==> config.mk <==
export PLATFORM = sky130hd
export DESIGN_NAME = enc_debounce_multi
export DESIGN_NICKNAME = d
export VERILOG_FILES = /design/src/rtl/enc_debounce_multi.sv
export SDC_FILE = /design/constraint.sdc
export NUM_CORES = 1
export LEC_CHECK = 0
export ABC_AREA = 1
export CAP_MARGIN = 25
export CORE_MARGIN = 2
export CORE_UTILIZATION = 49
export CTS_CLUSTER_SIZE = 30
export DETAILED_ROUTE_END_ITERATION = 7
export PLACE_DENSITY = 0.76
export SYNTH_ARGS = -nofsm -noshare
export SYNTH_HDL_FRONTEND = slang
export SYNTH_SLANG_ARGS = --single-unit
==> constraint.sdc <==
create_clock -name clk -period 1.5 [get_ports clk]
set_input_delay 0.225 -clock clk [delete_from_list [all_inputs] [get_ports clk]]
set_output_delay 0.225 -clock clk [all_outputs]
set_load 0.005 [all_outputs]
==> src/rtl/enc_debounce_multi.sv <==
// Multi-channel encoder/switch debouncer with edge pulses and event counters.
// Each channel: 2-FF sync, stability window filter, saturating or wrapping counter.
module enc_debounce_multi #(
    parameter int CH         = 4,
    parameter int STABLE_CYC = 16,
    parameter int CNT_W      = 16,
    parameter int EDGE_MODE  = 0,
    parameter int WRAP       = 0
) (
    input  logic                clk,
    input  logic                rst,
    input  logic [CH-1:0]       enc,
    input  logic [CH-1:0]       clr,
    output logic [CH-1:0]       level,
    output logic [CH-1:0]       rise,
    output logic [CH-1:0]       fall,
    output logic [CH*CNT_W-1:0] cnt,
    output logic [CH-1:0]       ovf
);

    localparam int SW = $clog2(STABLE_CYC) + 1;
    localparam logic [SW-1:0] LAST = SW'(STABLE_CYC - 1);
    localparam logic [CNT_W-1:0] MAX = '1;
    localparam logic [CNT_W-1:0] PRE = MAX - 1'b1;

    for (genvar i = 0; i < CH; i++) begin : g_ch
        logic             s1_q;
        logic             s2_q;
        logic [SW-1:0]    stab_q;
        logic             lvl_q;
        logic             rise_q;
        logic             fall_q;
        logic [CNT_W-1:0] cnt_q;
        logic             ovf_q;
        logic             ev;

        always_ff @(posedge clk or negedge rst) begin
            if (!rst) begin
                s1_q   <= 1'b0;
                s2_q   <= 1'b0;
                stab_q <= '0;
                lvl_q  <= 1'b0;
                rise_q <= 1'b0;
                fall_q <= 1'b0;
            end else begin
                s1_q   <= enc[i];
                s2_q   <= s1_q;
                rise_q <= 1'b0;
                fall_q <= 1'b0;
                if (s2_q == lvl_q) begin
                    stab_q <= '0;
                end else if (stab_q == LAST) begin
                    lvl_q  <= s2_q;
                    stab_q <= '0;
                    rise_q <= s2_q;
                    fall_q <= ~s2_q;
                end else begin
                    stab_q <= stab_q + 1'b1;
                end
            end
        end

        // Counter follows the registered pulse, so it lags the pulse by a cycle.
        assign ev = (EDGE_MODE == 0) ? rise_q :
                    (EDGE_MODE == 1) ? fall_q : (rise_q | fall_q);

        always_ff @(posedge clk or negedge rst) begin
            if (!rst) begin
                cnt_q <= '0;
                ovf_q <= 1'b0;
            end else if (clr[i]) begin
                cnt_q <= '0;
                ovf_q <= 1'b0;
            end else if (ev) begin
                if (cnt_q == MAX) begin
                    if (WRAP != 0) begin
                        cnt_q <= '0;
                        ovf_q <= 1'b1;
                    end
                end else begin
                    cnt_q <= cnt_q + 1'b1;
                    if (WRAP == 0 && cnt_q == PRE) ovf_q <= 1'b1;
                end
            end
        end

        assign level[i]              = lvl_q;
        assign rise[i]               = rise_q;
        assign fall[i]               = fall_q;
        assign ovf[i]                = ovf_q;
        assign cnt[i*CNT_W +: CNT_W] = cnt_q;
    end

endmodule

# [Word-level counts from Yosys, hierarchy flattened]
# Cells that the tools add are included.
[classes] bitwise=8 reduce_logical=20 mux=52 addsub=8 eq_ne=20
[op_table] operator="$mux W16" n=12
[op_table] operator="$eq A16 B16 Y1 const B" n=8
[op_table] operator="$add A16 B1 Y16 const B" n=4
[op_table] operator="$mux W5" n=8
[op_table] operator="$mux W1" n=32
[op_table] operator="$add A5 B1 Y5 const B" n=4
[op_table] operator="$eq A5 B4 Y1 const B" n=4
[op_table] operator="$reduce_and A2 Y1" n=8
[op_table] operator="$reduce_bool A2 Y1" n=8
[op_table] operator="$reduce_and A3 Y1" n=4
[op_table] operator="$ne A2 B2 Y1 const B" n=4
[op_table] operator="$not A1 Y1" n=8
[op_table] operator="$eq A1 B1 Y1" n=4
[totals] reg_bits=108 inputBits=10 out_inout_bits=80 elab_cells=140

# [Longest topological paths before layout]
[logic_depth] ltp_word=5 depth_mapped=10 depth_no_buf=9

# [Least setup slack after synthesis]
# OpenSTA, ideal clock, no wires.
[synth_path] path_type="flip-flop to flip-flop" startpoint="register g_ch[1].cnt_q[0]" endpoint="register g_ch[1].cnt_q[4]" synth_period_minus_slack_ns=1.604 path_stages_with_launch=10 required_time_ns=1.434 slack_ns=-0.104 n_path_buf=1 arrival_time_ns=1.539 setup_time_ns=0.066 cell_sequence="dfrtp_1 -> ha_1 -> nand3_1 -> inv_2 -> nand2_2 -> nor2_2 -> nor2_4 -> buf_2 -> nand4_1 -> nand2_1"
[synth_via] elab_chain_len=4 word_cells_on_any_way=7 classes_between="add/sub (1); eq/ne (2); mux (3); reduce/logical (1)"
[synth_rtl] item="start: declaration" line_no="33" text="logic [CNT_W-1:0] cnt_q;"
[synth_rtl] item="start signal: assignment" line_no="81" text="cnt_q <= cnt_q + 1'b1;"
[synth_rtl] item="$add A16 B1 Y16" line_no="81"
[synth_rtl] item="$mux W16" line_no="75" text="if (cnt_q == MAX) begin"
[synth_rtl] item="$mux W16" line_no="74" text="end else if (ev) begin"
[synth_rtl] item="$mux W16" line_no="71" text="end else if (clr[i]) begin"
# Several ways; a longest one is shown, not always the timed one. The select of a mux whose other input is x is not followed.
# A chain may end at the register's enable or synchronous reset.

# [Worst setup path after layout]
[layout_path] startpoint="register g_ch[2].cnt_q[1]" endpoint="register g_ch[2].cnt_q[3]"
[layout_via] elab_chain_len=4 word_cells_on_any_way=7 classes_between="add/sub (1); eq/ne (2); mux (3); reduce/logical (1)"
[layout_rtl] item="start: declaration" line_no="33"
[layout_rtl] item="start signal: assignment" line_no="81"
[layout_rtl] item="$add A16 B1 Y16" line_no="81"
[layout_rtl] item="$mux W16" line_no="75"
[layout_rtl] item="$mux W16" line_no="74"
[layout_rtl] item="$mux W16" line_no="71"
# Several ways; a longest one is shown, not always the timed one. The select of a mux whose other input is x is not followed.

==> flow_results.xml <==
<?xml version="1.0" encoding="UTF-8"?>
<metrics>
  <group name="routing">
    <metric name="post_drt_via_cell_ratio" unit="">5.24</metric>
    <metric name="antenna_left" unit="">0</metric>
    <metric name="dr_total_vias" unit="">6144</metric>
    <metric name="detailedRoute.firstIterationViolations" unit="">513</metric>
    <metric name="drc_violation_count_after_routing" unit="">0</metric>
    <metric name="detail_route.first_pass.iterations" unit="">6</metric>
    <metric name="wl_per_cell" unit="µm">14.3</metric>
    <metric name="wirelength" unit="µm">16700</metric>
  </group>
  <group name="clock_tree">
    <metric name="clk_pin_slew_worst_paths" unit="ps">70</metric>
    <metric name="cts_tree" unit="">built</metric>
    <metric name="clock-sinks" unit="">108</metric>
    <metric name="root_buffer" unit="">clkbuf_16</metric>
    <metric name="insertion_delay" unit="ps">360</metric>
    <metric name="max-clock-path-buffers" unit="">2</metric>
    <metric name="clock_tree.htree_level_count" unit="">3</metric>
    <metric name="cts_made_buffers" unit="">9</metric>
  </group>
  <group name="sta">
    <metric name="max_slew.worst_pin.slew" unit="ps">362</metric>
    <metric name="timing.final.crit_share" unit="%">104</metric>
    <metric name="post-route-worst-setup-slack" unit="ps">-65.6</metric>
    <metric name="finalClockSkew" unit="ps">6.58</metric>
    <metric name="max-slew-margin-rel" unit="%">75.8</metric>
    <metric name="maxSlewViolCount" unit="">0</metric>
    <metric name="setup_repair_after_global_routing_missed_its_margin" unit="">yes</metric>
    <metric name="final-setup-viol-count" unit="">30</metric>
    <metric name="finalHoldViolCount" unit="">0</metric>
    <metric name="fin_tns_setup" unit="ps">-728</metric>
    <metric name="timing.fmax" unit="MHz">639</metric>
    <metric name="period_needed" unit="ps">1570</metric>
  </group>
  <group name="floorplanning">
    <metric name="floorplan.die.height" unit="µm">114</metric>
    <metric name="ioPinCount" unit="">90</metric>
    <metric name="floorplan.initialDensity" unit="%">50.0</metric>
    <metric name="design.core.area" unit="µm²">12000</metric>
    <metric name="core.rowCount" unit="">40</metric>
    <metric name="die_w" unit="µm">114</metric>
    <metric name="die_area" unit="µm²">13100</metric>
  </group>
  <group name="critical_path">
    <metric name="cp_top_family" unit="">simple AND/OR/NAND/NOR gates</metric>
    <metric name="end_kind" unit="">flip-flop</metric>
    <metric name="critical-path-max-stage-delay" unit="ps">440</metric>
    <metric name="critical_path.cell_chain" unit="">ha_4, nand3_2, inv_2, nand2_4, nor2_4, nor2_4, buf_12, nor2_4, nand2_1, nand2_1</metric>
    <metric name="critPathLaunchType" unit="">flip-flop</metric>
    <metric name="worstPathArrival" unit="ps">1860</metric>
    <metric name="crit_cells" unit="">10</metric>
    <metric name="cp_num_buf_inv" unit="">2</metric>
    <metric name="setup.worst_path.class" unit="">reg -&gt; reg</metric>
    <metric name="reg2reg_setup_slack" unit="ps">-70</metric>
    <metric name="worst-r2r-cell-count" unit="">10</metric>
    <metric name="cpMostUsedCell" unit="">nor2_4</metric>
    <metric name="crit_slowest_cell" unit="">dfrtp_1</metric>
    <metric name="timing.critical_path.fanout_max" unit="">7</metric>
    <metric name="critical_path_required" unit="ps">1800</metric>
  </group>
  <group name="finish">
    <metric name="multi_input_area" unit="µm²">3160</metric>
    <metric name="post_route_cells_drive_above_1_share" unit="%">29.5</metric>
    <metric name="layout-area-overhead-vs-synth" unit="%">51.0</metric>
    <metric name="total_area_of_sequential_cells" unit="µm²">2710</metric>
    <metric name="num-fill-cells" unit="">845</metric>
    <metric name="antenna_cells_inserted" unit="">0</metric>
    <metric name="stdcell_area" unit="µm²">9030</metric>
    <metric name="design.final.nets" unit="">1043</metric>
  </group>
  <group name="synth">
    <metric name="synth_top_cells_by_count" unit="">254 x nand2_1, 108 x dfrtp_1, 104 x nor2_1, 73 x nand4_1, 67 x inv_1</metric>
    <metric name="postSynth.asyncResetShare" unit="%">100</metric>
    <metric name="yosysTopAreaCell" unit="">dfrtp_1</metric>
    <metric name="ffs_latches_synth" unit="">108</metric>
    <metric name="yosys-top-cells-area" unit="">dfrtp_1 45%, nand2_1 16%, nand4_1 7.6%</metric>
    <metric name="ys.flop_type" unit="">dfrtp_1</metric>
    <metric name="yosys.cell_types.count" unit="">23</metric>
    <metric name="syn_area_per_cell" unit="µm²">7.70</metric>
    <metric name="postSynthNetCount" unit="">798</metric>
    <metric name="syn-cell-area" unit="µm²">5980</metric>
    <metric name="synth_seq_area_share" unit="%">45.2</metric>
    <metric name="synth.most_common_cell" unit="">nand2_1</metric>
    <metric name="synth_enable_flop_cells" unit="">0</metric>
    <metric name="postSynthCellCount" unit="">776</metric>
    <metric name="ys_warn_count" unit="">0</metric>
    <metric name="synth_top_area_share" unit="%">45.2</metric>
  </group>
  <group name="global_route">
    <metric name="global_route.overflow_total" unit="">0</metric>
    <metric name="grt_usage" unit="%">24.9</metric>
    <metric name="initial_antenna_violation_count" unit="">0</metric>
    <metric name="grt_first_pass_wirelength" unit="µm">26100</metric>
    <metric name="grt_start_max_net_pins" unit="">53</metric>
    <metric name="number_of_global_route_vias_before_repair" unit="">5842</metric>
  </group>
  <group name="power_and_ir_drop">
    <metric name="power_density" unit="nW/µm²">662</metric>
    <metric name="power_leakage" unit="µW">0.00477</metric>
    <metric name="vdd_ir_drop_max" unit="µV">832</metric>
  </group>
  <group name="run_status">
    <metric name="violated_checks" unit="">negative setup slack</metric>
    <metric name="outcome" unit="">finished, violations left</metric>
  </group>
  <group name="placement">
    <metric name="globalplace.congestion" unit="">0.841</metric>
    <metric name="place_hpwl" unit="µm">10500</metric>
    <metric name="io_buffer_count" unit="">89</metric>
    <metric name="place_ws" unit="ps">-117</metric>
    <metric name="placed_area" unit="µm²">7830</metric>
  </group>
  <group name="worst_hold_path">
    <metric name="hold_class" unit="">in -&gt; reg</metric>
    <metric name="min_path_cells" unit="">1</metric>
  </group>
  <group name="flow_run">
    <metric name="max-cap-violations" unit="">0</metric>
  </group>
</metrics>
metal layers:
layer	global-route usage [%]	up-vias	routed length, µm
met5	0	-	0
li1	-	3005	-
met3	5.29	54	841
met4	9.02	0	499
met2	41.5	192	8320
met1	32.0	2893	7050
layout by cell type (no fill, tap or decap), types with 3 or more instances in the layout:
master	count
o21ai_0	13
buf_6	18
o21bai_1	15
nor2_4	18
clkdlybuf4s50_1	24
nor2_2	11
xor2_1	12
or2_2	10
nor3_1	4
buf_4	137
nand2_2	46
inv_1	66
nor2_8	3
ha_1	8
clkbuf_16	10
buf_12	12
nor4_1	4
dlygate4sd2_1	60
nand3_1	36
nand2_4	11
dfrtp_1	106
nand4_1	73
nand2_1	202
nor2_1	92
ha_4	3
a21oi_1	3
what timing repair did:
action / CTS / global route
setup buffers: 38 / 17
endpoints found under the setup margin: 91 / 69
resized for setup: 84 / 95
gates cloned: 3 / 3
hold endpoints to repair: 108 / 0
hold buffers: 1 / 0
pin swaps: 8 / 79
state kept, by name, summed over array words and instances, names as in the netlist:
signal,flops
g_ch.ev,4
g_ch.s2_q,4
g_ch.ovf_q,4
g_ch.stab_q,20
g_ch.fall_q,4
g_ch.lvl_q,4
g_ch.s1_q,4
g_ch.cnt_q,64
per-stage QoR:
step / instances / hold slack, ps / total power [µW] / utilization, %
after floorplan: 776 / -70.6 / 3140 / -
after global placement: 1095 / 231 / 3290 / 65.4
after detailed placement: 1095 / 230 / 3300 / 65.4
after CTS: 1153 / 297 / 5970 / 71.1
after global routing: 1173 / 307 / 6180 / 75.5
final: 1173 / 306 / 5970 / 75.5
path summary, 6_finish.rpt:
| kind | end | from |
|---|---|---|
| max in group asynchronous | g_ch[2].cnt_q[11] | rst |
| worst min register to register | g_ch[2].s2_q | g_ch[2].s1_q |
| worst max-delay path | g_ch[2].cnt_q[3] | g_ch[2].cnt_q[1] |
| worst min-delay path | g_ch[0].s1_q | enc[0] |
| min in group asynchronous | g_ch[1].stab_q[2] | rst |
| worst max register to register | g_ch[2].cnt_q[3] | g_ch[2].cnt_q[1] |
power breakdown:
part	internal, µW	switching (µW)	total, µW
clock network	1560	1130	2690
registers	2950	25.0	2970
logic	119	192	310
worst reg2reg max path, cell delays in order (launching register included):
cell	delay (ps)
dfrtp_1	440
ha_4	170
nand3_2	80
inv_2	90
nand2_4	60
nor2_4	100
nor2_4	60
buf_12	130
nor2_4	230
nand2_1	90
nand2_1	70
kinds of logic after synthesis:
| group | Yosys count | share of synthesized area [%] |
|---|---|---|
| adders and majority gates | 12 | 2.51 |
| AOI/OAI and AO/OA | 32 | 3.31 |
| xor gates and xnor gates | 12 | 1.76 |
| and+or+nand+nor | 513 | 39.3 |
| DFF | 108 | 45.2 |
| buffers and inverters | 99 | 7.91 |
layout make-up:
type                    instances  share of cell area, %
multi-input cells             572                   35.0
inverters                      70                   2.97
clock inverters                 5                  0.915
clock buffers                  11                   2.80
repair buffers                260                   26.3
flip-flops and latches        108                   30.0
well taps                     147                   2.04
No activity file was read; power rests on OpenSTA's default activity.
